## src/rtl/rtoc_dispatcher.sv

```systemverilog
// RTOC dispatcher: host command fan-out to 4 RTOC cores, run/flush sequencing and error reporting.
// Optional RTOC_BACKPRESSURE_EN: cmd_ready also gated by core_full of the addressed channel.
module rtoc_dispatcher #(
  parameter int FLUSH_CYCLES = 4,
  parameter int DROP_CNT_W   = 16
) (
  input  logic                  i_clk,
  input  logic                  i_reset,
  input  logic                  i_cmd_valid,
  output logic                  o_cmd_ready,
  input  logic [1:0]            i_cmd_chan,
  input  logic [127:0]          i_cmd_data,
  input  logic                  i_ctrl_start,
  input  logic                  i_ctrl_stop,
  input  logic                  i_ctrl_flush,
  output logic [3:0]            o_core_write,
  output logic [127:0]          o_core_din,
  output logic [3:0]            o_core_auto_start,
  output logic [3:0]            o_core_flush,
  input  logic [3:0]            i_core_full,
  input  logic [3:0]            i_core_ts_err,
  input  logic [3:0]            i_core_ovf_err,
  output logic                  o_err_valid,
  input  logic                  i_err_ack,
  output logic [1:0]            o_err_chan,
  output logic                  o_err_type,
  output logic [1:0]            o_state,
  output logic [DROP_CNT_W-1:0] o_err_drop_count
);

  typedef enum logic [1:0] {S_IDLE = 2'd0, S_RUN = 2'd1, S_FLUSH = 2'd2} state_t;
  localparam int FC_W = (FLUSH_CYCLES < 2) ? 1 : $clog2(FLUSH_CYCLES);

  state_t                r_state, w_state_nxt;
  logic [FC_W-1:0]       r_flush_cnt;
  logic [3:0]            r_core_write, r_core_auto_start, r_core_flush;
  logic [127:0]          r_core_din;
  logic [3:0]            r_ts_pend, r_ovf_pend;
  logic                  r_err_valid, r_err_type;
  logic [1:0]            r_err_chan, r_rr_ptr;
  logic [DROP_CNT_W-1:0] r_drop_cnt;

  logic                  w_enter_flush, w_active, w_accept, w_ack;
  logic [3:0]            w_ts_hit, w_ovf_hit, w_ts_clr, w_ovf_clr, w_ts_drop, w_ovf_drop;
  logic [3:0]            w_ts_pend_nxt, w_ovf_pend_nxt;
  logic [DROP_CNT_W+3:0] w_drop_sum;
  logic                  w_gnt_found, w_gnt_type, w_gnt_other;
  logic [1:0]            w_gnt_chan, w_idx;

  // Control priority: flush > stop > start; all pulses ignored in FLUSH.
  always_comb begin
    w_state_nxt = r_state;
    case (r_state)
      S_IDLE:  if (i_ctrl_flush) w_state_nxt = S_FLUSH;
               else if (i_ctrl_start) w_state_nxt = S_RUN;
      S_RUN:   if (i_ctrl_flush) w_state_nxt = S_FLUSH;
               else if (i_ctrl_stop) w_state_nxt = S_IDLE;
      S_FLUSH: if (r_flush_cnt == '0) w_state_nxt = S_IDLE;
      default: w_state_nxt = S_IDLE;
    endcase
  end

  assign w_enter_flush = (r_state != S_FLUSH) && (w_state_nxt == S_FLUSH);
  assign w_active      = (r_state != S_FLUSH);

`ifdef RTOC_BACKPRESSURE_EN
  assign o_cmd_ready = !i_reset && w_active && !i_core_full[i_cmd_chan];
`else
  assign o_cmd_ready = !i_reset && w_active;
`endif
  assign w_accept = i_cmd_valid && o_cmd_ready;

  // A new error pulse in the cycle its bit is acked keeps the bit set and is not a drop.
  assign w_ack          = r_err_valid && i_err_ack;
  assign w_ts_hit       = w_active ? i_core_ts_err  : 4'b0;
  assign w_ovf_hit      = w_active ? i_core_ovf_err : 4'b0;
  assign w_ts_clr       = (w_ack &&  r_err_type) ? (4'b0001 << r_err_chan) : 4'b0;
  assign w_ovf_clr      = (w_ack && !r_err_type) ? (4'b0001 << r_err_chan) : 4'b0;
  assign w_ts_drop      = w_ts_hit  & r_ts_pend  & ~w_ts_clr;
  assign w_ovf_drop     = w_ovf_hit & r_ovf_pend & ~w_ovf_clr;
  assign w_ts_pend_nxt  = (r_ts_pend  & ~w_ts_clr)  | w_ts_hit;
  assign w_ovf_pend_nxt = (r_ovf_pend & ~w_ovf_clr) | w_ovf_hit;
  assign w_drop_sum     = {4'b0, r_drop_cnt} + (DROP_CNT_W+4)'($countones({w_ts_drop, w_ovf_drop}));

  // Round-robin search from the channel after the pointer; ts beats ovf within a channel.
  always_comb begin
    w_gnt_found = 1'b0;
    w_gnt_chan  = 2'd0;
    w_gnt_type  = 1'b0;
    w_gnt_other = 1'b0;
    w_idx       = 2'd0;
    for (int k = 1; k <= 4; k++) begin
      w_idx = r_rr_ptr + 2'(k);
      if (!w_gnt_found && (r_ts_pend[w_idx] || r_ovf_pend[w_idx])) begin
        w_gnt_found = 1'b1;
        w_gnt_chan  = w_idx;
        w_gnt_type  = r_ts_pend[w_idx];
        w_gnt_other = r_ts_pend[w_idx] && r_ovf_pend[w_idx];
      end
    end
  end

  always_ff @(posedge i_clk) begin
    if (i_reset) begin
      r_state           <= S_IDLE;
      r_flush_cnt       <= '0;
      r_core_write      <= 4'b0;
      r_core_din        <= '0;
      r_core_auto_start <= 4'b0;
      r_core_flush      <= 4'hF;
      r_ts_pend         <= 4'b0;
      r_ovf_pend        <= 4'b0;
      r_err_valid       <= 1'b0;
      r_err_chan        <= 2'd0;
      r_err_type        <= 1'b0;
      r_rr_ptr          <= 2'd0;
      r_drop_cnt        <= '0;
    end else begin
      r_state           <= w_state_nxt;
      if (w_enter_flush)
        r_flush_cnt <= FC_W'(FLUSH_CYCLES - 1);
      else if (r_state == S_FLUSH && r_flush_cnt != '0)
        r_flush_cnt <= r_flush_cnt - 1'b1;
      r_core_flush      <= (w_state_nxt == S_FLUSH) ? 4'hF : 4'h0;
      r_core_auto_start <= (w_state_nxt == S_RUN)   ? 4'hF : 4'h0;
      r_core_write      <= w_accept ? (4'b0001 << i_cmd_chan) : 4'b0;
      if (w_accept)
        r_core_din <= i_cmd_data;
      if (w_enter_flush) begin
        r_ts_pend  <= 4'b0;
        r_ovf_pend <= 4'b0;
      end else begin
        r_ts_pend  <= w_ts_pend_nxt;
        r_ovf_pend <= w_ovf_pend_nxt;
      end
      if (w_drop_sum[DROP_CNT_W+3:DROP_CNT_W] != 4'b0)
        r_drop_cnt <= '1;
      else
        r_drop_cnt <= w_drop_sum[DROP_CNT_W-1:0];
      // Pointer only moves once a channel has nothing left to report.
      if (w_enter_flush || w_ack) begin
        r_err_valid <= 1'b0;
      end else if (!r_err_valid && w_active && w_gnt_found) begin
        r_err_valid <= 1'b1;
        r_err_chan  <= w_gnt_chan;
        r_err_type  <= w_gnt_type;
        if (!w_gnt_other)
          r_rr_ptr <= w_gnt_chan;
      end
    end
  end

  assign o_core_write      = r_core_write;
  assign o_core_din        = r_core_din;
  assign o_core_auto_start = r_core_auto_start;
  assign o_core_flush      = r_core_flush;
  assign o_err_valid       = r_err_valid;
  assign o_err_chan        = r_err_chan;
  assign o_err_type        = r_err_type;
  assign o_state           = r_state;
  assign o_err_drop_count  = r_drop_cnt;

endmodule
```

## config.mk

```make
export PLATFORM = sky130hd
export DESIGN_NAME = rtoc_dispatcher
export DESIGN_NICKNAME = d
export VERILOG_FILES = /design/src/rtl/rtoc_dispatcher.sv
export SDC_FILE = /design/constraint.sdc
export NUM_CORES = 1
export LEC_CHECK = 0
export BUFFER_PORTS_ARGS = -buffer_cell sky130_fd_sc_hd__buf_2
export CORE_MARGIN = 4
export CORE_UTILIZATION = 45
export DETAILED_ROUTE_END_ITERATION = 6
export PLACE_DENSITY = 0.77
export SLEW_MARGIN = 10
export SYNTH_ARGS = -nofsm -noshare
export SYNTH_HDL_FRONTEND = slang
export SYNTH_SLANG_ARGS = --single-unit
```

## constraint.sdc

```tcl
create_clock -name i_clk -period 9.3 [get_ports i_clk]
set_clock_uncertainty 0.05 [all_clocks]
set_input_delay 1.395 -clock i_clk [delete_from_list [all_inputs] [get_ports i_clk]]
set_output_delay 1.395 -clock i_clk [all_outputs]
set_load 0.05 [all_outputs]
```

==> results by group, run 1 <==
Power
  – Maximum VDD drop: 204 µV
  – Psw: 719 µW
  – Int Power: 1360 µW
  – Switch share: 0.345
  – Sequential fraction of design power: 0.401
  – Leak: 0.00467 µW
  – P per Cell Area: 237 mW/mm²
  – Combinational fraction of design power: 0.247
  – Clock share of power: 0.352

Timing
  – Slew HR: 0.459
  – Final setup fails: 0
  – RSZ-0062 raised after global routing: false
  – Worst slew pin tran: 811 ps
  – Setup TNS: 0 ps
  – Hold WS: 400 ps
  – Min Tclk post-route: 5540 ps
  – Fin crit share: 0.596
  – Slew Limit Fails: 0
  – Fmax: 180 MHz
  – Final worst slack: 3760 ps
  – Final Hold Viols: 0

Place
  – Input/output buffers: 307
  – GP Congestion: 0.848
  – DP HPWL: 13500 µm
  – Pre-CTS setup slack: 3320 ps
  – Dpl cell area: 0.00818 mm²

Yosys
  – Ys async rst share: 0
  – Mapped Avg Cell Area: 8.18 µm²
  – Synth Instances: 809
  – Ys Warns: 0
  – Yosys reg bits: 168
  – Main flop type after synthesis: dfxtp_1
  – Post-synth EDFFs: 0
  – Cell Area, Synth: 0.00662 mm²
  – Syn Nets: 970
  – Sequential share of the synthesized area: 0.508
  – Netlist cell types: 54

GRT
  – Total track usage: 0.216
  – First-pass GRT wire length: 29300 µm
  – Largest net degree at the start of global routing: 79
  – Initial antenna violation count: 0
  – Global route total overflow: 0
  – Vias in the first global route: 5901

Hold path
  – Hold Crit Start: o_core_din[8]$_SDFFE_PP0P_
  – Worst Hold Depth: 2
  – Hold endpoint: o_core_din[8]$_SDFFE_PP0P_
  – HP Class: reg -> reg

Floorplanning
  – Die height: 129 µm
  – IO Count: 312
  – Starting Density: 0.457
  – Core area: 0.0145 mm²
  – Die footprint: 0.0167 mm²
  – Cell Rows: 44
  – Die X: 129 µm

Worst setup path
  – CP Cell Sequence: buf_2 -> nand3_1 -> o31ai_1 -> nor2_1 -> fa_1 -> inv_1 -> fa_1 -> inv_1 -> fa_1 -> fa_1 -> fa_1 -> a21oi_1 -> o21a_1 -> or4_1 -> and2_1 -> a311oi_1
  – CP peak stage delay: 760 ps
  – WP buf/inv: 3
  – Most common cell on crit path: fa_1
  – Crit Path Class: in -> reg
  – R2r setup slk: 4410 ps
  – Crit path required time: 9580 ps
  – Crit path launch type: input pin
  – Reg2Reg Launch Point: o_err_valid$_SDFFE_PP0P_
  – Reg2Reg Capture Point: o_err_drop_count[11]$_SDFF_PP0_
  – Max Fanout on Critical Path: 13
  – CP delay by family, top: adder cells
  – CP Capture Type: flip-flop
  – WP data arrival: 5820 ps
  – Slowest-stage cell, CP: or4_1
  – Reg2Reg Depth: 15

Detailed routing
  – Final wirelength: 19100 µm
  – Detailed-route vias per instance: 5.08
  – Final ANT Viol Nets: 0
  – Drt wl/cell: 15.0 µm
  – Drt pass-1 iters: 4
  – DRT iter0 DRCs: 344
  – Via count: 6481
  – Post-route DRC: 0

Finish
  – Layout area overhead: 32.9%
  – Share of cells above drive strength 1: 0.328
  – Nets: 1240
  – Antenna cells: 0
  – Design area: 0.00880 mm²

Clocking
  – Clock Sinks: 168
  – Root buffer cell: clkbuf_16
  – Num CTS Buffers: 17
  – Setup bufs post-CTS: 0
  – Worst skew pair latency: 410 ps
  – Deepest clock path buffer count: 2
  – H-Tree Depth: 4
  – PostCTS Resize Cnt: 0
  – Hold_buf cts: 0
  – CTS tree: built
  – Clock transition at path regs: 70 ps

Status
  – Status: finished, final reports clean

Flow run
  – Maxcap violations: 0
-- per-stage QoR --
stage,utilization,total power [µW],instances
after floorplan,-,1230,809
after global placement,0.565,1350,1244
after detailed placement,0.565,1360,1244
after CTS,0.608,2090,1276
after global routing,0.608,2170,1276
final,0.608,2080,1276
-- cell type report --
class	count	area, µm²
Fill cell	1318	5680
Multi-Input combinational cell	568	2970
Inverter	14	55.1
Timing Repair Buffer	310	1560
Sequential cell	168	3360
Clock buffer	17	425
Clock inverter	15	193
Tap cell	184	230
-- cells in the final DEF, fill, tap and decap left out, types with 3 or more instances in the layout --
master | netlist | routed
a31oi_1 | 6 | 6
nand2_1 | 274 | 273
and2_1 | 3 | 3
a311oi_1 | 3 | 3
buf_2 | 2 | 307
or4_1 | 3 | 3
fa_1 | 5 | 5
nor2b_1 | 5 | 5
a21oi_1 | 20 | 20
nand3_1 | 133 | 133
nand2b_1 | 4 | 4
dfxtp_1 | 168 | 168
bufinv_16 | 0 | 3
or3_1 | 3 | 3
or2_2 | 3 | 3
inv_6 | 0 | 4
o21ai_0 | 10 | 10
mux4_2 | 8 | 8
nor4_1 | 3 | 3
clkbuf_16 | 0 | 17
nor3_1 | 9 | 9
o21a_1 | 4 | 4
clkinv_2 | 0 | 3
inv_1 | 13 | 13
ha_1 | 7 | 7
and3_1 | 5 | 4
nor2_1 | 18 | 18
buf_4 | 6 | 3
o31ai_1 | 4 | 4
xnor2_1 | 5 | 5
-- flip-flops by register name, summed over array words and instances (netlist names), 2 cells and up --
name              cells
o_core_din          128
o_core_write          4
o_err_chan            2
o_err_drop_count     16
o_state               2
r_flush_cnt           2
r_ovf_pend            4
r_rr_ptr              2
r_ts_pend             4
-- worst max-delay path by stage --
stage	from	slack [ps]	cells after the start	endpoint
3_3_place_gp	i_err_ack	3410	16	o_err_drop_count[13]$_SDFF_PP0_
4_1_cts	i_err_ack	3760	16	o_err_drop_count[11]$_SDFF_PP0_
2_1_floorplan	i_err_ack	3870	15	o_err_drop_count[5]$_SDFF_PP0_
5_1_grt	i_err_ack	3560	16	o_err_drop_count[11]$_SDFF_PP0_
3_5_place_dp	i_err_ack	3320	16	o_err_drop_count[11]$_SDFF_PP0_
6_report	i_err_ack	3760	16	o_err_drop_count[11]$_SDFF_PP0_
-- tightest hold or removal path, delay by kind of cell, from the launching register on --
family,cells,cell delay [ps]
and+or+nand+nor,2,110
DFF,1,300
-- cells by family after synthesis --
logic type	Yosys count	share of synthesized area
AOI/OAI and AO/OA	68	0.0682
xor gates and xnor gates	7	0.00926
adders and majority gates	12	0.0284
buffers and inverters	73	0.0452
DFF	168	0.508
muxes	10	0.0302
and+or+nand+nor	471	0.311
-- synth_stat cells (all sizes together), types with 3 or more instances --
cell	instances	area [µm²]
a21oi	20	100
a311oi	3	26.3
a31oi	6	37.5
and2	3	18.8
and3	5	31.3
buf	15	81.3
clkbuf	44	165
dfxtp	168	3360
fa	5	100
ha	7	87.6
inv	14	52.6
mux4	8	180
nand2	274	1030
nand2b	4	25.0
nand3	133	666
nor2	18	67.6
nor2b	5	31.3
nor3	9	45.0
nor4	3	18.8
o21a	4	30.0
o21ai	11	55.1
o31ai	4	30.0
or2	5	31.3
or3	3	18.8
or4	3	22.5
xnor2	5	43.8
-- per-layer routing --
layer,global-route usage,up-vias,part of all wire
met5,0,-,0
met4,0.0766,0,0.022
met2,0.360,226,0.49
li1,-,3244,-
met1,0.273,2985,0.41
met3,0.0561,26,0.076
-- power by group through the flow --
stage | logic, µW | clock network (µW) | registers (µW)
floorplan | 210 | 0 | 1020
global placement | 507 | 0 | 845
detailed placement | 513 | 0 | 849
CTS | 515 | 745 | 833
global route | 551 | 780 | 844
finish | 514 | 734 | 834
Note: power is estimated with default switching activity, not from simulation.
==> run 2, diff against run 1 <==
--- a/config.mk
+++ b/config.mk
@@ -7,9 +7,9 @@
 export LEC_CHECK = 0
 export BUFFER_PORTS_ARGS = -buffer_cell sky130_fd_sc_hd__buf_2
 export CORE_MARGIN = 4
-export CORE_UTILIZATION = 45
+export CORE_UTILIZATION = 42
 export DETAILED_ROUTE_END_ITERATION = 6
-export PLACE_DENSITY = 0.77
+export PLACE_DENSITY = 0.75
 export SLEW_MARGIN = 10
 export SYNTH_ARGS = -nofsm -noshare
 export SYNTH_HDL_FRONTEND = slang
==> constraint.sdc (replaced) <==
create_clock -name i_clk -period 4.6 [get_ports i_clk]
set_clock_uncertainty 0.05 [all_clocks]
set_input_delay 0.69 -clock i_clk [delete_from_list [all_inputs] [get_ports i_clk]]
set_output_delay 0.69 -clock i_clk [all_outputs]
set_load 0.05 [all_outputs]
==> run 2 against run 1 <==
Compared with the run above:
- clock power is 91% higher
- worst hold slack got worse by 9.0 ps
- power up 99%
- sequential share of layout area shrank 0.46 points
- core utilization fell by 2.5 points
- cell area grew 1.3%
- combinational power rose by 100%
- global-route usage down 1.1 points
- first-iteration DRC count fell by 3.2%
- sequential power rose by 100%
- via count up 0.45%
==> results by group, run 2 (synthesis results as in run 1) <==
Detailed routing
  – Final wirelength: 19200 µm
  – Final ANT Viol Nets: 0
  – Detailed-route vias per instance: 4.96
  – DRT iter0 DRCs: 333
  – Post-route DRC: 0
  – Via count: 6510
  – Drt pass-1 iters: 6
  – Drt wl/cell: 14.6 µm

Clocking
  – Hold_buf cts: 0
  – CTS tree: built
  – Clock Sinks: 168
  – Clock transition at path regs: 70 ps
  – Num CTS Buffers: 17
  – H-Tree Depth: 4
  – Worst skew pair latency: 420 ps
  – Root buffer cell: clkbuf_16
  – Deepest clock path buffer count: 2

Finish
  – Layout area overhead: 34.6%
  – Area of the multi-input gates: 0.00300 mm²
  – Most frequent cells in the layout: buf_2, nand2_1, dfxtp_1, nand3_1, a21oi_1
  – Seq. cell area: 0.00337 mm²
  – Fillcell total: 1462
  – Antenna cells: 0
  – Share of cells above drive strength 1: 0.340
  – Most common cell after layout, fill and taps aside: buf_2
  – Nets: 1250
  – Largest register FFs: 128

Worst setup path
  – CP Capture Type: flip-flop
  – WP data arrival: 4680 ps
  – Reg2Reg Launch Point: o_err_valid$_SDFFE_PP0P_
  – Crit Path Class: in -> reg
  – CP startpoint: i_err_ack
  – Reg2Reg Depth: 15
  – R2r setup slk: 200 ps
  – End of the critical path: o_err_drop_count[13]$_SDFF_PP0_
  – Crit path launch type: input pin
  – Reg2Reg Capture Point: o_err_drop_count[13]$_SDFF_PP0_
  – Max Fanout on Critical Path: 4
  – Crit path required time: 4880 ps

Place
  – DP HPWL: 14000 µm
  – Input/output buffers: 307
  – GP Congestion: 0.863
  – Pre-CTS setup slack: -214 ps

Floorplanning
  – Die footprint: 0.0178 mm²
  – Cell Rows: 45
  – IO Count: 312
  – Die X: 134 µm
  – Core area: 0.0153 mm²
  – Starting Density: 0.432
  – Die height: 134 µm

Timing
  – Hold WS: 390 ps
  – Final setup fails: 0
  – Min Tclk post-route: 4400 ps
  – Final Hold Viols: 0
  – Fin crit share: 0.958
  – Slew HR: 0.359
  – Fmax: 227 MHz
  – Final worst slack: 195 ps
  – Slew Limit Fails: 0
  – RSZ-0062 raised after global routing: false
  – Worst slew pin tran: 962 ps

Hold path
  – Hold Crit Start: i_cmd_data[100]
  – HP Class: in -> reg

GRT
  – First-pass GRT wire length: 30000 µm
  – Vias in the first global route: 5895
  – Largest net degree at the start of global routing: 93
  – Initial antenna violation count: 0
  – Total track usage: 0.205
  – Global route total overflow: 0

Power
  – P per Cell Area: 464 mW/mm²
  – Leak: 0.00469 µW
  – Maximum VDD drop: 224 µV

Status
  – Status: finished, final reports clean

Flow run
  – Maxcap violations: 0
run 2: cell count changes in the layout (fill, tap and decap cells not counted), moves of 2 or more:
cell | before | now
dfxtp_2 | 0 | 3
clkinvlp_4 | 1 | 4
clkinv_2 | 3 | 1
clkbuf_8 | 0 | 3
buf_4 | 3 | 12
bufinv_16 | 3 | 1
dfxtp_1 | 168 | 165
run 2: cell type report:
class,instances,area share
sequential,168,0.378
tap,211,0.0296
inverter,14,0.00618
multi-input combinational,568,0.336
clock buffer,21,0.0528
clock inverter,11,0.0125
timing repair buffer,320,0.185
run 2: worst max-delay path: stages:
cell and delay (ps):
buf_2 100, nand3_2 120, o31ai_4 270, nor2_1 100, fa_1 510, inv_1 50, fa_1 530, inv_1 60
fa_1 580, fa_2 230, fa_1 210, a21oi_2 70, o21a_1 220, or4_4 530, and2_1 170, a311oi_1 240
run 2: how the worst min path moves through the flow:
stage	endpoint	slack (ps)	depth (start not counted)
after floorplan	r_flush_cnt[0]$_SDFFE_PP0P_	390	1
after global placement	o_core_din[89]$_SDFFE_PP0P_	390	2
after detailed placement	o_core_din[14]$_SDFFE_PP0P_	390	2
after CTS	o_core_din[103]$_SDFFE_PP0P_	380	3
after global routing	o_core_din[68]$_SDFFE_PP0P_	390	3
final	o_core_din[100]$_SDFFE_PP0P_	390	3
run 2: routing by layer:
metal	routed length (µm)	global-route usage	part of all wire	up-vias
li1	-	-	-	3271
met1	8200	0.256	0.43	2992
met2	9400	0.344	0.49	220
met3	1200	0.0570	0.063	27
met4	387	0.0651	0.020	0
met5	0	0	0	-
run 2: power by group:
part	switching [µW]	internal (µW)	leakage [µW]	total, µW
Combinational	736	315	0.00303	1050
Sequential	106	1580	0.00138	1690
Clock	600	798	0.000275	1400
run 2: through the flow:
stage / cell area [µm²] / TNS, ps / utilization / cells / total power [µW]
after floorplan: 6630 / 0 / - / 809 / 2490
after global placement: 8310 / -1910 / 0.542 / 1281 / 2750
after detailed placement: 8310 / -2400 / 0.542 / 1281 / 2760
after CTS: 8890 / 0 / 0.580 / 1313 / 4160
after global routing: 8910 / 0 / 0.582 / 1313 / 4330
final: 8910 / 0 / 0.582 / 1313 / 4140
run 2: what timing repair did:
action                     4_1_cts  5_1_grt
gates resized for setup          0        7
setup buffers                    0        0
setup endpoints to repair        0        9
==> run 3, diff against run 2 <==
--- a/config.mk
+++ b/config.mk
@@ -9,7 +9,7 @@
 export CORE_MARGIN = 4
 export CORE_UTILIZATION = 42
 export DETAILED_ROUTE_END_ITERATION = 6
-export PLACE_DENSITY = 0.75
+export PLACE_DENSITY = 0.85
 export SLEW_MARGIN = 10
 export SYNTH_ARGS = -nofsm -noshare
 export SYNTH_HDL_FRONTEND = slang
==> run 3 against run 2 <==
Compared with the run above:
- count of clock-buffer cells in the layout shrank 4
- global-route usage is 0.086 points higher
- routed wire length increased by 0.88%
- final cell count unchanged
- sequential share of layout area hardly changed
- worst hold slack better by 11 ps
- via count grew 0.28%
- clock power is essentially flat
- register-to-register slack barely moved
- critical path depth did not move
- critical path type unchanged
- largest cell class unchanged
==> results by group, run 3 (synthesis results as in run 1) <==
Clocking
  – Clock transition at path regs: 60 ps
  – Deepest clock path buffer count: 2
  – Root buffer cell: clkbuf_16
  – CTS tree: built
  – H-Tree Depth: 4
  – Worst skew pair latency: 410 ps
  – Clock Sinks: 168
  – Hold_buf cts: 0
  – Num CTS Buffers: 17

Power
  – Power Total: 4150 µW
  – Maximum VDD drop: 358 µV
  – Leak: 0.00469 µW
  – P per Cell Area: 465 mW/mm²

Worst setup path
  – Max Fanout on Critical Path: 3
  – WP data arrival: 4680 ps
  – CP Capture Type: flip-flop
  – CP peak stage delay: 580 ps
  – Crit Path Class: in -> reg
  – Crit path launch type: input pin
  – CP Cell Sequence: buf_2 -> nand3_4 -> o31ai_4 -> nor2_1 -> fa_1 -> inv_1 -> fa_1 -> inv_1 -> fa_1 -> fa_2 -> fa_1 -> a21oi_1 -> o21a_1 -> or4_4 -> and2_1 -> a311oi_1
  – Slowest-stage cell, CP: fa_1
  – Most common cell on crit path: fa_1
  – Crit path required time: 4870 ps

Floorplanning
  – IO Count: 312
  – Cell Rows: 45
  – Die X: 134 µm
  – Die height: 134 µm
  – Core area: 0.0153 mm²
  – Starting Density: 0.432
  – Die footprint: 0.0178 mm²

Flow run
  – Maxcap violations: 0

Finish
  – Seq. cell area: 0.00337 mm²
  – Post-layout util: 0.583
  – Nets: 1248
  – Most frequent cells in the layout: buf_2, nand2_1, dfxtp_1, nand3_1, a21oi_1
  – Fillcell total: 1411
  – Most common cell after layout, fill and taps aside: buf_2
  – Layout area overhead: 34.8%
  – Area of the multi-input gates: 0.00300 mm²
  – Largest register FFs: 128
  – Design area: 0.00892 mm²
  – Share of cells above drive strength 1: 0.340

Timing
  – Fmax: 227 MHz
  – Fin crit share: 0.959
  – Final setup fails: 0
  – Worst slew pin tran: 772 ps
  – Slew Limit Fails: 0
  – RSZ-0062 raised after global routing: false
  – Final Hold Viols: 0
  – Min Tclk post-route: 4410 ps
  – Hold WS: 401 ps
  – Slew HR: 0.485
  – Final worst slack: 188 ps

GRT
  – Total track usage: 0.206
  – First-pass GRT wire length: 30100 µm
  – Global route total overflow: 0
  – Largest net degree at the start of global routing: 101
  – Initial antenna violation count: 4
  – Vias in the first global route: 5991

Detailed routing
  – Detailed-route vias per instance: 4.97
  – Drt pass-1 iters: 6
  – DRT iter0 DRCs: 354
  – Via count: 6528
  – Drt wl/cell: 14.7 µm
  – Final wirelength: 19400 µm
  – Final ANT Viol Nets: 0
  – Post-route DRC: 0

Status
  – Status: finished, final reports clean

Place
  – DP HPWL: 14200 µm
  – Input/output buffers: 307
  – Dpl cell area: 0.00830 mm²
  – GP Congestion: 0.887
  – Pre-CTS setup slack: -263 ps

Hold path
  – HP Class: reg -> reg
[run 3: cell count changes in the layout (fill, tap and decap cells not counted), sizes merged]
| cell | before | now |
|---|---|---|
| clkbuf | 21 | 17 |
| diode | 0 | 2 |
| clkinvlp | 4 | 3 |
| buf | 320 | 318 |
| inv | 18 | 23 |
[run 3: area by class of cell]
| class | count | share of cell area |
|---|---|---|
| Clock buffer | 17 | 0.0477 |
| Clock inverter | 15 | 0.0177 |
| Sequential cell | 168 | 0.378 |
| Tap cell | 211 | 0.0296 |
| Timing Repair Buffer | 318 | 0.184 |
| Multi-Input combinational cell | 568 | 0.336 |
| Antenna cell | 2 | 0.000561 |
| Inverter | 14 | 0.00617 |
[run 3: final timing paths]
| kind | from | endpoint | slack, ps | cells after the start |
|---|---|---|---|---|
| max | i_err_ack | o_err_drop_count[11]$_SDFF_PP0_ | 190 | 16 |
| min | o_core_din[98]$_SDFFE_PP0P_ | o_core_din[98]$_SDFFE_PP0P_ | 400 | 2 |
| max reg2reg | o_err_valid$_SDFFE_PP0P_ | o_err_drop_count[11]$_SDFF_PP0_ | 210 | 15 |
| min reg2reg | o_core_din[98]$_SDFFE_PP0P_ | o_core_din[98]$_SDFFE_PP0P_ | 400 | 2 |
[run 3: stage by stage]
stage	setup TNS, ps	cells
after floorplan	0	809
after global placement	-1510	1279
after detailed placement	-3050	1279
after CTS	0	1311
after global routing	0	1313
final	0	1313
[run 3: critical path: cells and delay by family]
| kind | cells | cell delay (ps) |
|---|---|---|
| buf+inv | 3 | 240 |
| compound gates | 4 | 800 |
| simple gates | 4 | 900 |
| fa+ha+maj | 5 | 2070 |
[run 3: power by group]
group	internal (µW)	leakage [µW]	switching, µW
clock	771	0.000280	635
combinational	315	0.00303	737
sequential	1580	0.00138	112
total	2670	0.00469	1480
[run 3: routing by layer]
layer / vias up / global-route usage / wire (µm)
met5: - / 0 / 7
met4: 2 / 0.0623 / 386
met3: 33 / 0.0514 / 1410
met2: 241 / 0.353 / 9700
met1: 2993 / 0.256 / 7860
li1: 3259 / - / -
[run 3: what timing repair did]
item / 4_1_cts / 5_1_grt
setup buffers: 0 / 0
resized for setup: 0 / 9
endpoints found under the setup margin: 0 / 15
hold endpoints to repair: 0 / 0
